**src/rtl/prefix_adder_pkg.sv**
```systemverilog
// Shared types and elaboration-time helpers for the pipelined Kogge-Stone prefix adder.
// Stage bundles are sized for MAX_WIDTH; the adder uses only the low WIDTH bits of each field.
package prefix_adder_pkg;

  localparam int MAX_WIDTH = 64;

  typedef logic [MAX_WIDTH-1:0] vec_t;

  // One pipeline stage: group generate/propagate so far, bitwise propagate for the
  // final sum, and the carry-in needed for bit 0 and the overflow term.
  typedef struct packed {
    logic valid;
    logic cin;
    vec_t grp_g;
    vec_t grp_p;
    vec_t p;
  } stage_t;

  function automatic int clog2(input int n);
    int r;
    int v;
    r = 0;
    v = 1;
    while (v < n) begin
      v = v << 1;
      r++;
    end
    return r;
  endfunction

  function automatic int num_stages(input int width, input int levels_per_stage);
    int n;
    n = (clog2(width) + levels_per_stage - 1) / levels_per_stage;
    return (n < 1) ? 1 : n;
  endfunction

endpackage

```
**src/rtl/prefix_gp_cell.sv**
```systemverilog
// Kogge-Stone black cell combining a high group with the adjacent lower group.
// A gray cell is this same cell with p_out left unconsumed downstream.
module prefix_gp_cell (
  input  logic g_hi,
  input  logic p_hi,
  input  logic g_lo,
  input  logic p_lo,
  output logic g_out,
  output logic p_out
);

  assign g_out = g_hi | (p_hi & g_lo);
  assign p_out = p_hi & p_lo;

endmodule

```
**src/rtl/pipelined_prefix_adder.sv**
```systemverilog
// Pipelined Kogge-Stone adder S = X + Y + c_in with a valid/ready stream and global stall.
// Define PREFIX_ADDER_OVF_EN to add the registered signed-overflow output ovf.
module pipelined_prefix_adder
  import prefix_adder_pkg::*;
#(
  parameter int WIDTH            = 6,
  parameter int LEVELS_PER_STAGE = 1
) (
  input  logic             clk,
  input  logic             rst,
  input  logic             in_valid,
  output logic             in_ready,
  input  logic [WIDTH-1:0] X,
  input  logic [WIDTH-1:0] Y,
  input  logic             c_in,
  output logic             out_valid,
  input  logic             out_ready,
  output logic [WIDTH:0]   S
`ifdef PREFIX_ADDER_OVF_EN
  ,
  output logic             ovf
`endif
);

  localparam int NUM_LEVELS = clog2(WIDTH);
  localparam int NUM_STAGES = num_stages(WIDTH, LEVELS_PER_STAGE);
  localparam int NUM_REGS   = (NUM_STAGES > 1) ? NUM_STAGES - 1 : 1;

  logic             adv;
  logic [WIDTH-1:0] gv [NUM_LEVELS+1];
  logic [WIDTH-1:0] pv [NUM_LEVELS+1];
  logic             src_valid [NUM_STAGES];
  logic             src_cin   [NUM_STAGES];
  logic [WIDTH-1:0] src_p     [NUM_STAGES];
  stage_t           st_q      [NUM_REGS];
  logic [WIDTH:0]   carry;
  logic [WIDTH:0]   sum_d;

  // One global advance: the whole pipe moves or the whole pipe holds.
  assign adv      = !out_valid || out_ready;
  assign in_ready = adv;

  // Carry-in is folded into bit 0 so every prefix G[i:0] is the true carry out of bit i.
  assign gv[0] = (X & Y) | WIDTH'((X[0] ^ Y[0]) & c_in);
  assign pv[0] = X ^ Y;

  for (genvar s = 0; s < NUM_STAGES; s++) begin : g_src
    if (s == 0) begin : g_from_port
      assign src_valid[s] = in_valid;
      assign src_cin[s]   = c_in;
      assign src_p[s]     = X ^ Y;
    end else begin : g_from_reg
      assign src_valid[s] = st_q[s-1].valid;
      assign src_cin[s]   = st_q[s-1].cin;
      assign src_p[s]     = st_q[s-1].p[WIDTH-1:0];
    end
  end

  for (genvar k = 0; k < NUM_LEVELS; k++) begin : g_lvl
    localparam int STG  = k / LEVELS_PER_STAGE;
    localparam int SPAN = 1 << k;
    logic [WIDTH-1:0] g_in;
    logic [WIDTH-1:0] p_in;

    // The first level of every later stage reads the register bank, not the previous level.
    if ((k % LEVELS_PER_STAGE == 0) && (STG > 0)) begin : g_reg_in
      assign g_in = st_q[STG-1].grp_g[WIDTH-1:0];
      assign p_in = st_q[STG-1].grp_p[WIDTH-1:0];
    end else begin : g_comb_in
      assign g_in = gv[k];
      assign p_in = pv[k];
    end

    for (genvar i = 0; i < WIDTH; i++) begin : g_bit
      if (i >= SPAN) begin : g_cell
        prefix_gp_cell u_cell (
          .g_hi  (g_in[i]),
          .p_hi  (p_in[i]),
          .g_lo  (g_in[i-SPAN]),
          .p_lo  (p_in[i-SPAN]),
          .g_out (gv[k+1][i]),
          .p_out (pv[k+1][i])
        );
      end else begin : g_pass
        assign gv[k+1][i] = g_in[i];
        assign pv[k+1][i] = p_in[i];
      end
    end
  end

  // carry[i] is the carry into bit i; carry[WIDTH] is the carry-out.
  assign carry = {gv[NUM_LEVELS], src_cin[NUM_STAGES-1]};
  assign sum_d = {carry[WIDTH], src_p[NUM_STAGES-1] ^ carry[WIDTH-1:0]};

  // NOTE: sequential state uses non-blocking assignments so every register samples
  // pre-edge values; blocking here would let a stage see its predecessor's new value.
  always_ff @(posedge clk) begin
    if (rst) begin
      // NOTE: datapath registers are reset too so bubbles and post-reset S are
      // deterministic; this is a handful of flops, not a memory array.
      for (int s = 0; s < NUM_REGS; s++) st_q[s] <= '0;
      out_valid <= 1'b0;
      S         <= '0;
`ifdef PREFIX_ADDER_OVF_EN
      ovf       <= 1'b0;
`endif
    end else if (adv) begin
      for (int s = 0; s < NUM_STAGES - 1; s++) begin
        st_q[s].valid <= src_valid[s];
        st_q[s].cin   <= src_cin[s];
        st_q[s].grp_g <= vec_t'(gv[(s+1)*LEVELS_PER_STAGE]);
        st_q[s].grp_p <= vec_t'(pv[(s+1)*LEVELS_PER_STAGE]);
        st_q[s].p     <= vec_t'(src_p[s]);
      end
      out_valid <= src_valid[NUM_STAGES-1];
      S         <= sum_d;
`ifdef PREFIX_ADDER_OVF_EN
      ovf       <= carry[WIDTH] ^ carry[WIDTH-1];
`endif
    end
  end

endmodule

```
**config.mk**
```make
export PLATFORM = sky130hd
export DESIGN_NAME = pipelined_prefix_adder
export DESIGN_NICKNAME = d
export VERILOG_FILES = /design/src/rtl/prefix_adder_pkg.sv /design/src/rtl/prefix_gp_cell.sv /design/src/rtl/pipelined_prefix_adder.sv
export SDC_FILE = /design/constraint.sdc
export NUM_CORES = 1
export LEC_CHECK = 0
export CAP_MARGIN = 20
export CORE_ASPECT_RATIO = 0.5
export CORE_UTILIZATION = 52
export CTS_CLUSTER_SIZE = 40
export DETAILED_ROUTE_END_ITERATION = 16
export MAX_ROUTING_LAYER = met4
export PLACE_DENSITY = 0.74
export SLEW_MARGIN = 10
export SYNTH_ARGS = -nofsm -noshare
export SYNTH_HDL_FRONTEND = slang
export SYNTH_SLANG_ARGS = --single-unit
```
**constraint.sdc**
```tcl
create_clock -name clk -period 2.4 [get_ports clk]
set_input_delay 0.36 -clock clk [delete_from_list [all_inputs] [get_ports clk]]
set_output_delay 0.36 -clock clk [all_outputs]
set_load 0.01 [all_outputs]
```
==> key figures, run 1 <==
Run status
  – Result of the run: finished clean

Setup path
  – Kind of end point of the critical path: output port
  – WP data required: 2.04 ns
  – Capture instance of the worst register-to-register path: st_q[0][13]$_SDFFCE_PN0P_
  – Worst R2R Path Depth: 4
  – Data arrival at the endpoint of the critical path: 1.69 ns
  – Worst setup SP type: primary input
  – Cell repeated most along the worst path: clkdlybuf4s50_1
  – Largest stage delay, worst path: 0.57 ns
  – Register-to-register setup slack: 1.00 ns
  – Critical path startpoint: out_ready
  – Top fanout value on the critical path: 14
  – Slowest-stage cell, CP: clkdlybuf4s50_1
  – Sequence of cells on the critical path: clkdlybuf4s50_1 > nor2b_4 > inv_2 > clkdlybuf4s50_1
  – RR Startpoint: out_valid$_SDFFE_PP0N_
  – Capture point of the worst path: in_ready
  – Critical setup path kind: primary input to output port

Timing
  – Max Clock Skew: about 0.0082 ns
  – Least-Margin Pin Slew: around 0.44 ns
  – TNS Setup: 0 ns
  – Worst relative slew slack: 70.8%
  – Peak clock frequency supported by timing: just under 500 MHz
  – Final hold viol count: 0
  – Final WS setup: 0.353 ns
  – Ratio of final minimum period to clock period: 85.3%
  – Max-slew violations: 0
  – Unrepaired setup endpoints after global routing: false
  – Fin crit period: 2.05 ns
  – Total of endpoints with negative setup slack in the final report: 0

Drt
  – Vias/cell: roughly 5.1
  – Number of nets with antenna violations after detailed routing: 0
  – Length of the first detailed-routing pass in iterations: 4
  – Wirelength, routed: around 2500 um
  – Total number of vias: 1000
  – Wire length per cell after detailed routing: 13.0 um
  – DRC marker count from the first detailed-route iteration: 86
  – Detailed-route DRC error count: 0

Clock network
  – Number of buffers on the longest clock path: 2
  – Number of H-tree branching levels: 2
  – Clock latency on the worst-skew pair: about 0.29 ns
  – Master cell of the clock root buffer: clkbuf_8
  – Resize count post-CTS: 0
  – Count of clock tree sinks: 42
  – Clock Pin Slew Worst Setup and Hold Paths: 0.07 ns
  – Number of buffers added for setup after CTS: 0
  – Number of buffers inserted for hold repair after clock tree synthesis: 0
  – CTS buffer count: 5
  – CTS tree: built

Layout
  – Number of nets in the finished design: 178
  – Layout cell share with drive strength beyond 1: 6.41%
  – Highest-count cells in the layout ignoring fill and taps: edfxtp_1 (34), clkdlybuf4s50_1 (25), and2_1 (19)
  – Layout filler cell count: 225
  – Area growth from synthesis to layout: 23.1%
  – Leading cell type in the layout, fill and taps excluded: edfxtp_1
  – Number of diodes: 0

Worst hold path
  – Worst hold path class: register to register

Logic synthesis
  – Avg Synthesized Cell Area: about 14 um2
  – Mapped Cells: 127
  – Compound-gate portion of the synthesized area: under 10%
  – Distinct cell type count after synthesis: 23
  – Share of synthesized cell area in full adder, half adder and majority cells: 4.35%
  – Combinational family with the most area after synthesis: simple AND/OR/NAND/NOR gates
  – XOR/XNOR share of the synthesized area: 2.54%
  – Number of warnings printed during yosys synthesis: 0
  – Netlist Area Pre-Place: 1730 um2
  – Mux cell area share after synthesis: 0%
  – Sequential cell area fraction in the yosys report: 68.4%
  – Synth Net Count: 150
  – Simple-gate area share of the yosys netlist: 17.0%
  – Number of synthesized register bits: 42

Floorplanning
  – Ports: 26
  – Area inside the core boundary: 3080 um2
  – Die span in y: 42.7 um
  – Total Die Area: 3570 um2
  – Horizontal die dimension: roughly 83 um
  – Number of standard-cell rows in the floorplan: 14
  – Initial Utilization: 56.0%

Power and ir drop
  – Static Leakage: 0.000855 uW
  – Peak VDD IR: 404 uV
  – Power density cells: 729 nW/um2

Placement
  – Routability congestion estimate from global placement: 0.739
  – Detailed placer's ending HPWL: 1770 um
  – Post-Place Setup Slack: 0.352 ns
  – PortBufs: 25

GRT
  – GR Util All Layers: ~17%
  – Global route overflow: 0
  – Antenna violations before repair: 0
  – Maximum number of pins on one net before global-route repair: 35
  – Global-route wire length before repair: 4240 um
  – Via count of the first global-routing pass: 903

Job
  – Max Cap Viol: 0
==> logic make-up after synthesis <==
group,Yosys count
AND/OR/NAND/NOR,51
flip-flops,42
AO/OA/AOI/OAI,17
buffers and inverters,6
adder cells (fa/ha/maj),6
XOR/XNOR,5
==> power breakdown <==
group          switching, uW  total (uW)  leakage (uW)  internal [uW]
clock                    223         534     0.0000524            311
combinational           64.9         150      0.000335           85.4
sequential              21.1         865      0.000467            844
total                    309        1550      0.000855           1240
==> through the flow <==
stage | power, uW | hold WS [ns] | instances | util [%] | instance area, um2
after floorplan | 959 | 0.433 | 127 | - | 1730
after global placement | 1030 | 0.456 | 188 | 65.5 | 2020
after detailed placement | 1030 | 0.455 | 188 | 65.5 | 2020
after CTS | 1560 | 0.471 | 196 | 69.0 | 2130
after global routing | 1610 | 0.531 | 196 | 69.0 | 2130
final | 1550 | 0.464 | 196 | 69.0 | 2130
==> per-layer routing <==
layer	track usage, %	part of all wire [%]	routed length [um]	up-vias
li1	-	-	-	511
met1	22.1	50	1270	453
met2	24.9	43	1090	32
met3	7.00	6.2	157	4
met4	5.08	0.87	22	0
met5	-	0	0	-
==> Yosys cell counts <==
cell type / number / area share, %
a21o_1: 1 / 0.43
clkbuf_1: 3 / 0.65
or4_1: 1 / 0.43
xnor2_1: 5 / 2.5
buf_2: 1 / 0.29
edfxtp_1: 34 / 59
inv_2: 1 / 0.22
nand3b_1: 1 / 0.43
a211oi_1: 6 / 2.6
nor2_4: 1 / 0.65
buf_6: 1 / 0.65
nand2b_1: 1 / 0.36
nand3_1: 1 / 0.29
nand4b_1: 1 / 0.51
nor2b_4: 1 / 0.80
or2b_1: 1 / 0.43
a21oi_1: 10 / 2.9
dfxtp_1: 8 / 9.3
and3_1: 6 / 2.2
nor2_1: 17 / 3.7
ha_1: 6 / 4.3
nor3_1: 1 / 0.29
and2_1: 19 / 6.9
==> worst min-delay path by stage <==
stage | start | endpoint | slack (ns) | depth (start not counted)
after CTS | st_q[1][19]$_SDFFCE_PN0P_ | out_valid$_SDFFE_PP0N_ | 0.47 | 2
after global routing | st_q[1][19]$_SDFFCE_PN0P_ | out_valid$_SDFFE_PP0N_ | 0.53 | 2
after global placement | st_q[1][19]$_SDFFCE_PN0P_ | out_valid$_SDFFE_PP0N_ | 0.46 | 2
after detailed placement | st_q[1][19]$_SDFFCE_PN0P_ | out_valid$_SDFFE_PP0N_ | 0.45 | 2
final | st_q[1][19]$_SDFFCE_PN0P_ | out_valid$_SDFFE_PP0N_ | 0.46 | 2
after floorplan | st_q[1][19]$_SDFFCE_PN0P_ | out_valid$_SDFFE_PP0N_ | 0.43 | 2
==> layout make-up <==
type                    instances  area, um2  area share [%]
inverters                       1       3.75           0.177
clock inverters                 1       30.0            1.41
repair buffers                 26        270            12.7
multi-input cells              79        514            24.2
clock buffers                   7       76.3            3.59
well taps                      40       50.0            2.35
flip-flops and latches         42       1180            55.6
==> registers in the layout, indices dropped and copies added, names as in the netlist <==
signal	cells
st_q	34
S	7
out_valid	1
==> worst max-delay path: cells and delay by family <==
family                 cells  cell delay (ns)
and+or+nand+nor            1             0.08
buffers and inverters      3             1.24
No activity file was read; power rests on OpenSTA's default activity.
==> run 2, diff against run 1 <==
--- a/config.mk
+++ b/config.mk
@@ -7,3 +7,3 @@
 export LEC_CHECK = 0
-export CAP_MARGIN = 20
+export CAP_MARGIN = 5
 export CORE_ASPECT_RATIO = 0.5
==> constraint.sdc (replaced) <==
create_clock -name clk -period 2.4 [get_ports clk]
set_input_delay 0.48 -clock clk [delete_from_list [all_inputs] [get_ports clk]]
set_output_delay 0.48 -clock clk [all_outputs]
set_load 0.01 [all_outputs]
==> key figures, run 2 (synthesis results as in run 1) <==
Timing
  – Final WS setup: 0.250 ns (was 0.353 ns)
  – Final hold viol count: 0 (unchanged)
  – Max Clock Skew: 0.00579 ns (was 0.00815 ns)
  – Total of endpoints with negative setup slack in the final report: 0 (unchanged)
  – Ratio of final minimum period to clock period: 89.6% (was 85.3%)
  – Unrepaired setup endpoints after global routing: false (unchanged)
  – Worst relative slew slack: 71.4% (was 70.8%)
  – Least-Margin Pin Slew: 0.428 ns (was 0.436 ns)
  – Fin crit period: 2.15 ns (was 2.05 ns)
  – TNS Setup: 0 ns (unchanged)
  – Peak clock frequency supported by timing: 465 MHz (was 488 MHz)
  – Max-slew violations: 0 (unchanged)

Setup path
  – Top fanout value on the critical path: 7 (was 14)
  – Worst setup SP type: primary input (unchanged)
  – WP data required: 1.92 ns (was 2.04 ns)
  – Data arrival at the endpoint of the critical path: 1.67 ns (was 1.69 ns)
  – Kind of end point of the critical path: output port (unchanged)
  – Critical setup path kind: primary input to output port (unchanged)

Floorplanning
  – Die span in y: 42.7 um (unchanged)
  – Initial Utilization: 56.0% (unchanged)
  – Ports: 26 (unchanged)
  – Number of standard-cell rows in the floorplan: 14 (unchanged)
  – Horizontal die dimension: 83.5 um (unchanged)
  – Total Die Area: 3570 um2 (unchanged)
  – Area inside the core boundary: 3080 um2 (unchanged)

Power and ir drop
  – Peak VDD IR: 345 uV (was 404 uV)
  – Static Leakage: 0.000848 uW (was 0.000855 uW)
  – Power density cells: 678 nW/um2 (was 729 nW/um2)

GRT
  – Maximum number of pins on one net before global-route repair: 35 (unchanged)
  – Global-route wire length before repair: 4150 um (was 4240 um)
  – Global route overflow: 0 (unchanged)
  – Antenna violations before repair: 0 (unchanged)
  – Via count of the first global-routing pass: 852 (was 903)
  – GR Util All Layers: 16.4% (was 17.0%)

Layout
  – Number of nets in the finished design: 180 (was 178)
  – Registers with the highest flip-flop counts: st_q (34), S (7), out_valid (1) (unchanged)
  – Most flops, register: st_q (unchanged)
  – Highest-count cells in the layout ignoring fill and taps: edfxtp_1 (34), clkdlybuf4s50_1 (25), and2_1 (19) (unchanged)
  – Max FFs per register: 34 (unchanged)
  – Layout cell share with drive strength beyond 1: 7.59% (was 6.41%)
  – Number of diodes: 0 (unchanged)
  – Area growth from synthesis to layout: 21.8% (was 23.1%)
  – Leading cell type in the layout, fill and taps excluded: edfxtp_1 (unchanged)

Placement
  – Post-Place Setup Slack: 0.251 ns (was 0.352 ns)
  – Routability congestion estimate from global placement: 0.724 (was 0.739)
  – Detailed placer's ending HPWL: 1670 um (was 1770 um)
  – PortBufs: 25 (unchanged)

Drt
  – Vias/cell: 4.89 (was 5.10)
  – Wirelength, routed: 2400 um (was 2540 um)
  – Wire length per cell after detailed routing: 12.1 um (was 13.0 um)
  – DRC marker count from the first detailed-route iteration: 55 (was 86)
  – Length of the first detailed-routing pass in iterations: 2 (was 4)
  – Number of nets with antenna violations after detailed routing: 0 (unchanged)
  – Total number of vias: 968 (was 1000)
  – Detailed-route DRC error count: 0 (unchanged)

Clock network
  – Clock Pin Slew Worst Setup and Hold Paths: 0.07 ns (about the same)
  – Clock latency on the worst-skew pair: 0.28 ns (was 0.29 ns)
  – CTS buffer count: 5 (unchanged)
  – Number of buffers inserted for hold repair after clock tree synthesis: 0 (unchanged)
  – CTS tree: built (unchanged)
  – Number of buffers on the longest clock path: 2 (unchanged)
  – Master cell of the clock root buffer: clkbuf_8 (unchanged)
  – Number of buffers added for setup after CTS: 0 (unchanged)
  – Number of H-tree branching levels: 2 (unchanged)
  – Resize count post-CTS: 0 (unchanged)
  – Count of clock tree sinks: 42 (unchanged)

Run status
  – Result of the run: finished clean (unchanged)

Job
  – Max Cap Viol: 0 (unchanged)

Worst hold path
  – Worst hold path class: register to register (unchanged)
[run 2: changes by cell type in the layout (fill, tap and decap cells not counted)]
cell	delta
clkinv_2	+1
bufinv_16	-1
buf_4	+3
clkbuf_1	-1
buf_12	-1
clkinv_1	+1
[run 2: final timing paths]
| path | start | endpoint | slack (ns) | depth (start not counted) |
|---|---|---|---|---|
| setup / recovery | out_ready | in_ready | 0.25 | 4 |
| setup reg to reg | out_valid$_SDFFE_PP0N_ | st_q[0][17]$_SDFFCE_PN0P_ | 0.99 | 5 |
| hold / removal | st_q[1][19]$_SDFFCE_PN0P_ | out_valid$_SDFFE_PP0N_ | 0.48 | 2 |
| hold reg to reg | st_q[1][19]$_SDFFCE_PN0P_ | out_valid$_SDFFE_PP0N_ | 0.48 | 2 |
[run 2: layer usage]
layer,vias to the layer above,track usage (%),wire length [um]
met5,-,-,0
met4,0,8.14,32
met3,5,4.67,100
met2,26,21.6,946
met1,423,23.2,1320
li1,514,-,-
[run 2: report_power, final]
| group | switching (uW) | internal, uW |
|---|---|---|
| registers | 21.7 | 844 |
| logic | 64.1 | 86.4 |
| clock network | 211 | 200 |
[run 2: layout make-up]
type,count,area [um2]
Clock buffer,6,72.6
Clock inverter,2,8.76
Fill cell,225,980
Inverter,1,3.75
Multi-Input combinational cell,79,514
Sequential cell,42,1180
Tap cell,40,50.0
Timing Repair Buffer,28,273
[run 2: through the flow]
stage / power, uW / util (%) / hold WS [ns] / area [um2] / cells
after CTS: 1440 / 68.2 / 0.479 / 2100 / 198
after global routing: 1490 / 68.2 / 0.521 / 2100 / 198
after global placement: 1030 / 65.6 / 0.461 / 2020 / 190
after detailed placement: 1030 / 65.6 / 0.459 / 2020 / 190
final: 1430 / 68.2 / 0.477 / 2100 / 198
after floorplan: 959 / - / 0.433 / 1730 / 127
[run 2: critical path, stage by stage]
cell and delay (ns):
clkdlybuf4s50_1 0.44, nor2b_4 0.22, inv_2 0.05, clkdlybuf4s50_1 0.47
